$ cat src/rtl/pipe_stage_reg.sv
// Elastic pipeline-stage register: valid/ready handshake, optional 2-entry skid
// buffer, synchronous flush and a sticky halt latch between two pipeline stages.
module pipe_stage_reg #(
  parameter int                DATA_W     = 16,
  parameter int                NUM_FIELDS = 7,
  parameter int                CTRL_W     = 16,
  parameter logic [CTRL_W-1:0] CTRL_NOP   = '0,
  parameter int                HALT_BIT   = 13,
  parameter int                SKID       = 1
) (
  input  logic                         clk,
  input  logic                         rst,
  input  logic                         in_valid,
  output logic                         in_ready,
  input  logic [NUM_FIELDS*DATA_W-1:0] in_data,
  input  logic [CTRL_W-1:0]            in_ctrl,
  input  logic                         flush,
  output logic                         out_valid,
  input  logic                         out_ready,
  output logic [NUM_FIELDS*DATA_W-1:0] out_data,
  output logic [CTRL_W-1:0]            out_ctrl,
  output logic [1:0]                   occupancy,
  output logic                         halted
);

  localparam int W = NUM_FIELDS * DATA_W;

  logic              headValid_q, headValid_d;
  logic [W-1:0]      headData_q, headData_d;
  logic [CTRL_W-1:0] headCtrl_q, headCtrl_d;
  logic              skidValid_q, skidValid_d;
  logic [W-1:0]      skidData_q, skidData_d;
  logic [CTRL_W-1:0] skidCtrl_q, skidCtrl_d;
  logic              halted_q, halted_d;
  logic              inReady_q, inReady_d;
  logic              live_q;

  logic acc;
  logic drain;

  assign drain = headValid_q & out_ready;
  assign acc   = in_valid & in_ready & ~flush;

  // The skid variant presents a registered ready; the single-entry variant
  // lets a downstream drain open the input in the same cycle.
  assign in_ready = (SKID != 0) ? inReady_q
                                : (live_q & (~headValid_q | out_ready) & ~halted_q);

  assign out_valid = headValid_q;
  assign out_data  = headData_q;
  assign out_ctrl  = headValid_q ? headCtrl_q : CTRL_NOP;
  assign occupancy = {1'b0, headValid_q} + {1'b0, skidValid_q};
  assign halted    = halted_q;

  always_comb begin
    headValid_d = headValid_q;
    headData_d  = headData_q;
    headCtrl_d  = headCtrl_q;
    skidValid_d = skidValid_q;
    skidData_d  = skidData_q;
    skidCtrl_d  = skidCtrl_q;
    halted_d    = halted_q;

    if (flush) begin
      headValid_d = 1'b0;
      skidValid_d = 1'b0;
      halted_d    = 1'b0;
    end else begin
      if (acc && in_ctrl[HALT_BIT]) begin
        halted_d = 1'b1;
      end
      if (SKID != 0) begin
        if (!headValid_q || drain) begin
          if (skidValid_q) begin
            headValid_d = 1'b1;
            headData_d  = skidData_q;
            headCtrl_d  = skidCtrl_q;
            skidValid_d = acc;
            if (acc) begin
              skidData_d = in_data;
              skidCtrl_d = in_ctrl;
            end
          end else begin
            headValid_d = acc;
            if (acc) begin
              headData_d = in_data;
              headCtrl_d = in_ctrl;
            end
          end
        end else if (acc) begin
          skidValid_d = 1'b1;
          skidData_d  = in_data;
          skidCtrl_d  = in_ctrl;
        end
      end else begin
        if (acc) begin
          headValid_d = 1'b1;
          headData_d  = in_data;
          headCtrl_d  = in_ctrl;
        end else if (drain) begin
          headValid_d = 1'b0;
        end
      end
    end

    inReady_d = ~skidValid_d & ~halted_d;
  end

  always_ff @(posedge clk or negedge rst) begin
    if (!rst) begin
      headValid_q <= 1'b0;
      headData_q  <= '0;
      headCtrl_q  <= CTRL_NOP;
      skidValid_q <= 1'b0;
      skidData_q  <= '0;
      skidCtrl_q  <= CTRL_NOP;
      halted_q    <= 1'b0;
      inReady_q   <= 1'b0;
      live_q      <= 1'b0;
    end else begin
      headValid_q <= headValid_d;
      headData_q  <= headData_d;
      headCtrl_q  <= headCtrl_d;
      skidValid_q <= skidValid_d;
      skidData_q  <= skidData_d;
      skidCtrl_q  <= skidCtrl_d;
      halted_q    <= halted_d;
      inReady_q   <= inReady_d;
      live_q      <= 1'b1;
    end
  end

endmodule

$ cat config.mk
export PLATFORM = sky130hd
export DESIGN_NAME = pipe_stage_reg
export DESIGN_NICKNAME = d
export VERILOG_FILES = /design/src/rtl/pipe_stage_reg.sv
export SDC_FILE = /design/constraint.sdc
export NUM_CORES = 1
export LEC_CHECK = 0
export CORE_MARGIN = 8
export CORE_UTILIZATION = 46
export CTS_BUF_LIST = sky130_fd_sc_hd__clkbuf_4 sky130_fd_sc_hd__clkbuf_8 sky130_fd_sc_hd__clkbuf_16
export DETAILED_ROUTE_END_ITERATION = 8
export PLACE_DENSITY = 0.77
export SYNTH_ARGS = -nofsm -noshare
export SYNTH_HDL_FRONTEND = slang
export SYNTH_SLANG_ARGS = --single-unit
$ cat constraint.sdc
create_clock -name clk -period 1.45 [get_ports clk]
set_input_delay 0.435 -clock clk [delete_from_list [all_inputs] [get_ports clk]]
set_output_delay 0.435 -clock clk [all_outputs]
set_load 0.03 [all_outputs]
; ---- After elaboration in Yosys (flattened, before gate mapping)
; Cells that the tools add are included.
[word_totals]
register_bits = 260
inputBits = 133
out_inout_bits = 133
elab_cells = 44
[classes]
add_sub_neg = 1
eq_ne = 1
muxes = 20
n_bitwise = 7
reduce_logical = 7
[ops]
columns = op, n
row1 = $mux W112, 5
row2 = $mux W16, 6
row3 = $mux W1, 9
row4 = $and A1 B1 Y1, 4
row5 = $reduce_bool A2 Y1, 2
row6 = $not A1 Y1, 3
row7 = $reduce_and A3 Y1, 1
row8 = $add A1 B1 Y2, 1
row9 = $ne A2 B2 Y1 const B, 1
row10 = $reduce_and A2 Y1, 1
row11 = $logic_and A1 B1 Y1, 1
row12 = $logic_not A1 Y1, 1
row13 = $logic_or A1 B1 Y1, 1

; ---- Longest topological paths before layout
[logic_depth]
depth_word = 7
ltp_mapped = 6

; ---- Worst setup path after synthesis
; Ideal clock, no wire load.
[synth_path]
path_type = register to register
start = reg headValid_q (netlist: out_valid)
end = reg skidData_q[100]
arrival_time_ps = 1658
required_ps = 1325
path_slack_ps = -333
stages_incl_launch_ff = 6
path_buffers = 2
path_cell_list = dfrtp_1 nor2b_4 o211a_4 buf_8 buf_8 mux2_2
[synth_via]
elab_chain_cells = 4
word_cells_on_any_way = 6
classes_between = eq/ne (1) / mux (1) / bitwise (1) / reduce/logical (3)
[synth_rtl]
columns = element, line
row1 = "start, declared", 28  ; logic headValid_q, headValid_d;
row2 = "start signal, assigned", 121  ; headValid_q <= headValid_d;
row3 = $and A1 B1 Y1 or $logic_not A1 Y1 (tied branches), "41, 73"
row4 = $logic_or A1 B1 Y1 *, 73  ; if (!headValid_q || drain) begin
row5 = $ne A2 B2 Y1 (no source line), -
row6 = $reduce_and A2 Y1 (no source line), -
row7 = "end signal, assigned", 125  ; skidData_q <= skidData_d;
row8 = "end, declared", 32  ; logic [W-1:0] skidData_q, skidData_d;
; Mark *: on every way between the ends. The rest lies on a longest branch, timed or not.
; A chain may end at the register's enable or synchronous reset.

; ---- Final worst setup path
[layout_path]
start = reg skidValid_q
end = out occupancy[0]
[layout_via]
elab_chain_cells = 1
[layout_rtl]
columns = element, line
row1 = "start, declared", 31  ; logic skidValid_q, skidValid_d;
row2 = "start signal, assigned", 124  ; skidValid_q <= skidValid_d;
row3 = $add A1 B1 Y2, 52  ; assign occupancy = {1'b0, headValid_q} + {1'b0, skidValid_q};
row4 = "end, declared", 22  ; output logic [1:0] occupancy,
; Every way passes these cells.

==> metrics.txt <==
# TYPE chip_impl_metric gauge
chip_impl_metric{name="achievable-frequency",unit="MHz"} 515
chip_impl_info{name="cts_tree",value="yes"} 1
chip_impl_metric{name="detail_route.vias_per_cell",unit=""} 5.03
chip_impl_metric{name="grt_antenna_before_repair",unit=""} 1
chip_impl_metric{name="worst_slew_pin_slew",unit="ps"} 332
chip_impl_metric{name="leakage_power",unit="uW"} 0.00701
chip_impl_metric{name="postLayoutCoreUtil",unit="%"} 64.5
chip_impl_metric{name="total_of_max_cap_violations",unit=""} 0
chip_impl_metric{name="finalSetupTns",unit="ps"} -81990
chip_impl_metric{name="route.vias.total",unit=""} 7038
chip_impl_info{name="critical_path.cell_chain",value="buf_6 -> ha_4 -> buf_6"} 1
chip_impl_metric{name="cell_area_after_layout",unit="mm^2"} 0.0161
chip_impl_metric{name="dp_cells",unit=""} 1333
chip_impl_metric{name="r2r_setup_slack",unit="ps"} -370
chip_impl_metric{name="final_weighted_congestion_in_routability_driven_placement",unit=""} 0.746
chip_impl_metric{name="globalRoute.totalOverflow",unit=""} 0
chip_impl_metric{name="grt_pass1_wl",unit="um"} 45200
chip_impl_metric{name="max-vdd-ir-drop",unit="mV"} 1.06
chip_impl_metric{name="largest_clock_skew_in_the_final_design",unit="ps"} 8.66
chip_impl_info{name="synthTopCellsByArea",value="dfrtp_1, mux2_2, buf_6"} 1
chip_impl_info{name="cell_with_the_most_instances_after_synthesis",value="mux2_2"} 1
chip_impl_metric{name="worst-endpoint-arrival",unit="ps"} 1510
chip_impl_metric{name="wire_per_inst",unit="um"} 19.7
chip_impl_metric{name="area_of_combinational_cells_with_multiple_inputs",unit="mm^2"} 0.00473
chip_impl_metric{name="design.die.area",unit="mm^2"} 0.0303
chip_impl_metric{name="std_cell_rows",unit=""} 58
chip_impl_metric{name="place.port_buffers",unit=""} 265
chip_impl_metric{name="synthesis.nets",unit=""} 854
chip_impl_metric{name="syn_area",unit="mm^2"} 0.0115
chip_impl_info{name="outcome",value="complete, but fails checks"} 1
chip_impl_info{name="timing.rr.start",value="skidValid_q"} 1
chip_impl_metric{name="first_global_vias",unit=""} 8082
chip_impl_metric{name="areaGrowthSynthToFinish",unit="%"} 39.5
chip_impl_metric{name="syn_inst",unit=""} 720
chip_impl_metric{name="synthesis.yosys.warnings",unit=""} 0
chip_impl_info{name="setup.worst_path.class",value="flip-flop to output port"} 1
chip_impl_info{name="hold_path_class",value="input pin to asynchronous set/reset pin"} 1
chip_impl_metric{name="starting_drt_drc_count",unit=""} 282
chip_impl_info{name="yosys-top-cells-count",value="mux2_2, dfrtp_1, and2_1, buf_6, buf_2"} 1
chip_impl_metric{name="ant_nets",unit=""} 0
chip_impl_metric{name="count_of_flip_flops_with_a_built_in_enable_after_synthesis",unit=""} 0
chip_impl_metric{name="detail_route.first_pass.iterations",unit=""} 4
chip_impl_info{name="setup.worst_path.end_class",value="output port"} 1
chip_impl_metric{name="dieWidth",unit="um"} 174
chip_impl_metric{name="max_stage_delay",unit="ps"} 490
chip_impl_info{name="violations",value="setup timing"} 1
chip_impl_metric{name="drt-total-wl",unit="um"} 27600
chip_impl_metric{name="final.fill_count",unit=""} 1870
chip_impl_metric{name="grt_start_max_net_pins",unit=""} 46
chip_impl_info{name="worstSetupStartpointType",value="flip-flop"} 1
chip_impl_info{name="unrepaired_setup_endpoints_after_global_routing",value="yes"} 1
chip_impl_metric{name="synthArstFlopShare",unit="%"} 100
chip_impl_metric{name="cts_buffers",unit=""} 28
chip_impl_metric{name="io_pins",unit=""} 266
chip_impl_metric{name="maxSlewHeadroom",unit="%"} 77.9
chip_impl_metric{name="seqCellArea",unit="mm^2"} 0.00651
chip_impl_metric{name="synth.ff_latch_count",unit=""} 260
chip_impl_metric{name="drc_errors",unit=""} 0
chip_impl_metric{name="postSynthAreaPerCell",unit="um^2"} 16.0
chip_impl_info{name="yosys_most_used_dff",value="dfrtp_1"} 1
chip_impl_metric{name="finalHoldViolCount",unit=""} 0
chip_impl_metric{name="dp_hpwl",unit="um"} 19600
chip_impl_metric{name="post_dp_cell_area",unit="mm^2"} 0.0147
chip_impl_metric{name="dieHeight",unit="um"} 174
chip_impl_metric{name="netlist.area_leader.share",unit="%"} 56.5
chip_impl_metric{name="final.min_clock_period",unit="ps"} 1940
chip_impl_metric{name="placeable_area",unit="mm^2"} 0.0249
chip_impl_info{name="timing.rr.end",value="out_data[51]"} 1
chip_impl_metric{name="insertion_delay",unit="ps"} 520
chip_impl_metric{name="instances_no_fill",unit=""} 1398
chip_impl_metric{name="cp.required",unit="ps"} 1020
chip_impl_metric{name="layout_setup_ws",unit="ps"} -492
chip_impl_metric{name="power_density",unit="mW/mm^2"} 1550
chip_impl_metric{name="synthDistinctLibCells",unit=""} 21
chip_impl_metric{name="finalMaxSlewViolations",unit=""} 0
chip_impl_metric{name="cts_h_tree_depth",unit=""} 1
chip_impl_metric{name="floorplan.initialDensity",unit="%"} 46.3
chip_impl_metric{name="cts.path.max_buffers",unit=""} 3
chip_impl_info{name="clockRootBuffer",value="clkbuf_16"} 1
chip_impl_metric{name="final_layout_size_suffix_gt1_share",unit="%"} 62.5
chip_impl_metric{name="seq_total_area_yosys",unit="%"} 56.5
chip_impl_metric{name="report.final.setup_viol",unit=""} 390
chip_impl_metric{name="period_share",unit="%"} 134
chip_impl_metric{name="nNetsFinal",unit=""} 1181
chip_impl_metric{name="worst_r2r_path_depth",unit=""} 7
chip_impl_info{name="critPathSlowestCell",value="dfrtp_4"} 1
chip_impl_metric{name="grt_usage",unit="%"} 18.1
chip_impl_metric{name="cts_sinks",unit=""} 260
chip_impl_info{name="synth_area_leader_cell",value="dfrtp_1"} 1
chip_impl_info{name="critPathMostFrequentCell",value="buf_6"} 1
chip_impl_metric{name="detailedPlace.worstSlack",unit="ps"} -709
chip_impl_metric{name="cts.reportedPaths.clkPinSlew",unit="ps"} 60
chip_impl_metric{name="critical_path_peak_fanout",unit=""} 2
layout make-up:
cell class,count,share of cell area [%]
Timing Repair Buffer,341,21.6
Antenna cell,1,0.0156
Multi-Input combinational cell,415,29.4
Clock buffer,44,5.45
Clock inverter,6,0.343
Sequential cell,260,40.5
Inverter,1,0.0234
Tap cell,330,2.57
power breakdown:
group	total, uW	internal (uW)	switching (uW)
Clock	7050	4300	2750
Combinational	7200	3840	3350
Sequential	10700	9490	1190
cells by family after synthesis:
group	count (synthesis)	synth area share [%]
AOI/OAI and AO/OA	6	0.424
adders and majority gates	2	0.196
buffers and inverters	45	3.69
DFF	260	56.5
muxes	384	37.9
and+or+nand+nor	23	1.29
through the flow:
stage | hold WS (ps) | power, uW
floorplan | 139 | 14900
global placement | 341 | 17500
finish | 395 | 24900
global route | 404 | 26100
CTS | 371 | 25200
detailed placement | 340 | 17800
routing by layer:
layer	up-vias	global-route usage, %	share of wire (%)
met5	-	0	0
met4	0	4.35	1.8
met3	32	5.34	6.6
met2	181	30.8	50
met1	3589	22.1	41
li1	3236	-	-
registers in the layout, summed over array words and instances, names as in the netlist:
signal       count
skidCtrl_q      16
in_ready         1
halted           1
out_valid        1
skidValid_q      1
out_data       112
skidData_q     112
headCtrl_q      16
critical path, delay by kind of cell, from the launching register on:
kind                     cells  cell delay, ps
buffers and inverters        2             250
flip-flops                   1             490
adder cells (fa/ha/maj)      1             250
placed cells by master, fill, tap and decap left out, types with 2 or more instances in the layout:
cell type,n
buf_6,27
clkbuf_8,6
buf_12,28
mux2_2,354
mux2_4,30
clkbuf_4,9
nor2_1,2
and2_4,16
buf_4,148
dfrtp_2,2
dfrtp_1,257
clkdlybuf4s50_1,131
clkbuf_16,29
clkinv_2,5
and2_1,2
bufbuf_16,5
what timing repair did:
item | in CTS | in global routing
endpoints found under the hold margin | 28 | 0
gates resized for setup | 49 | 0
pin swaps | 1 | 1
hold buffers | 1 | 0
endpoints found under the setup margin | 387 | 391
cloned | 5 | 0
buffers inserted | 7 | 2
worst max path at each step:
stage	from	slack [ps]	end	cells past startpoint
2_1_floorplan	out_valid	-210	skidData_q[100]	5
3_3_place_gp	out_ready	-690	out_data[53]	6
3_5_place_dp	out_ready	-710	out_data[109]	6
4_1_cts	skidValid_q	-510	occupancy[0]	3
5_1_grt	skidValid_q	-550	occupancy[0]	3
6_report	skidValid_q	-490	occupancy[0]	3
Power figures use the tool's default switching activity.
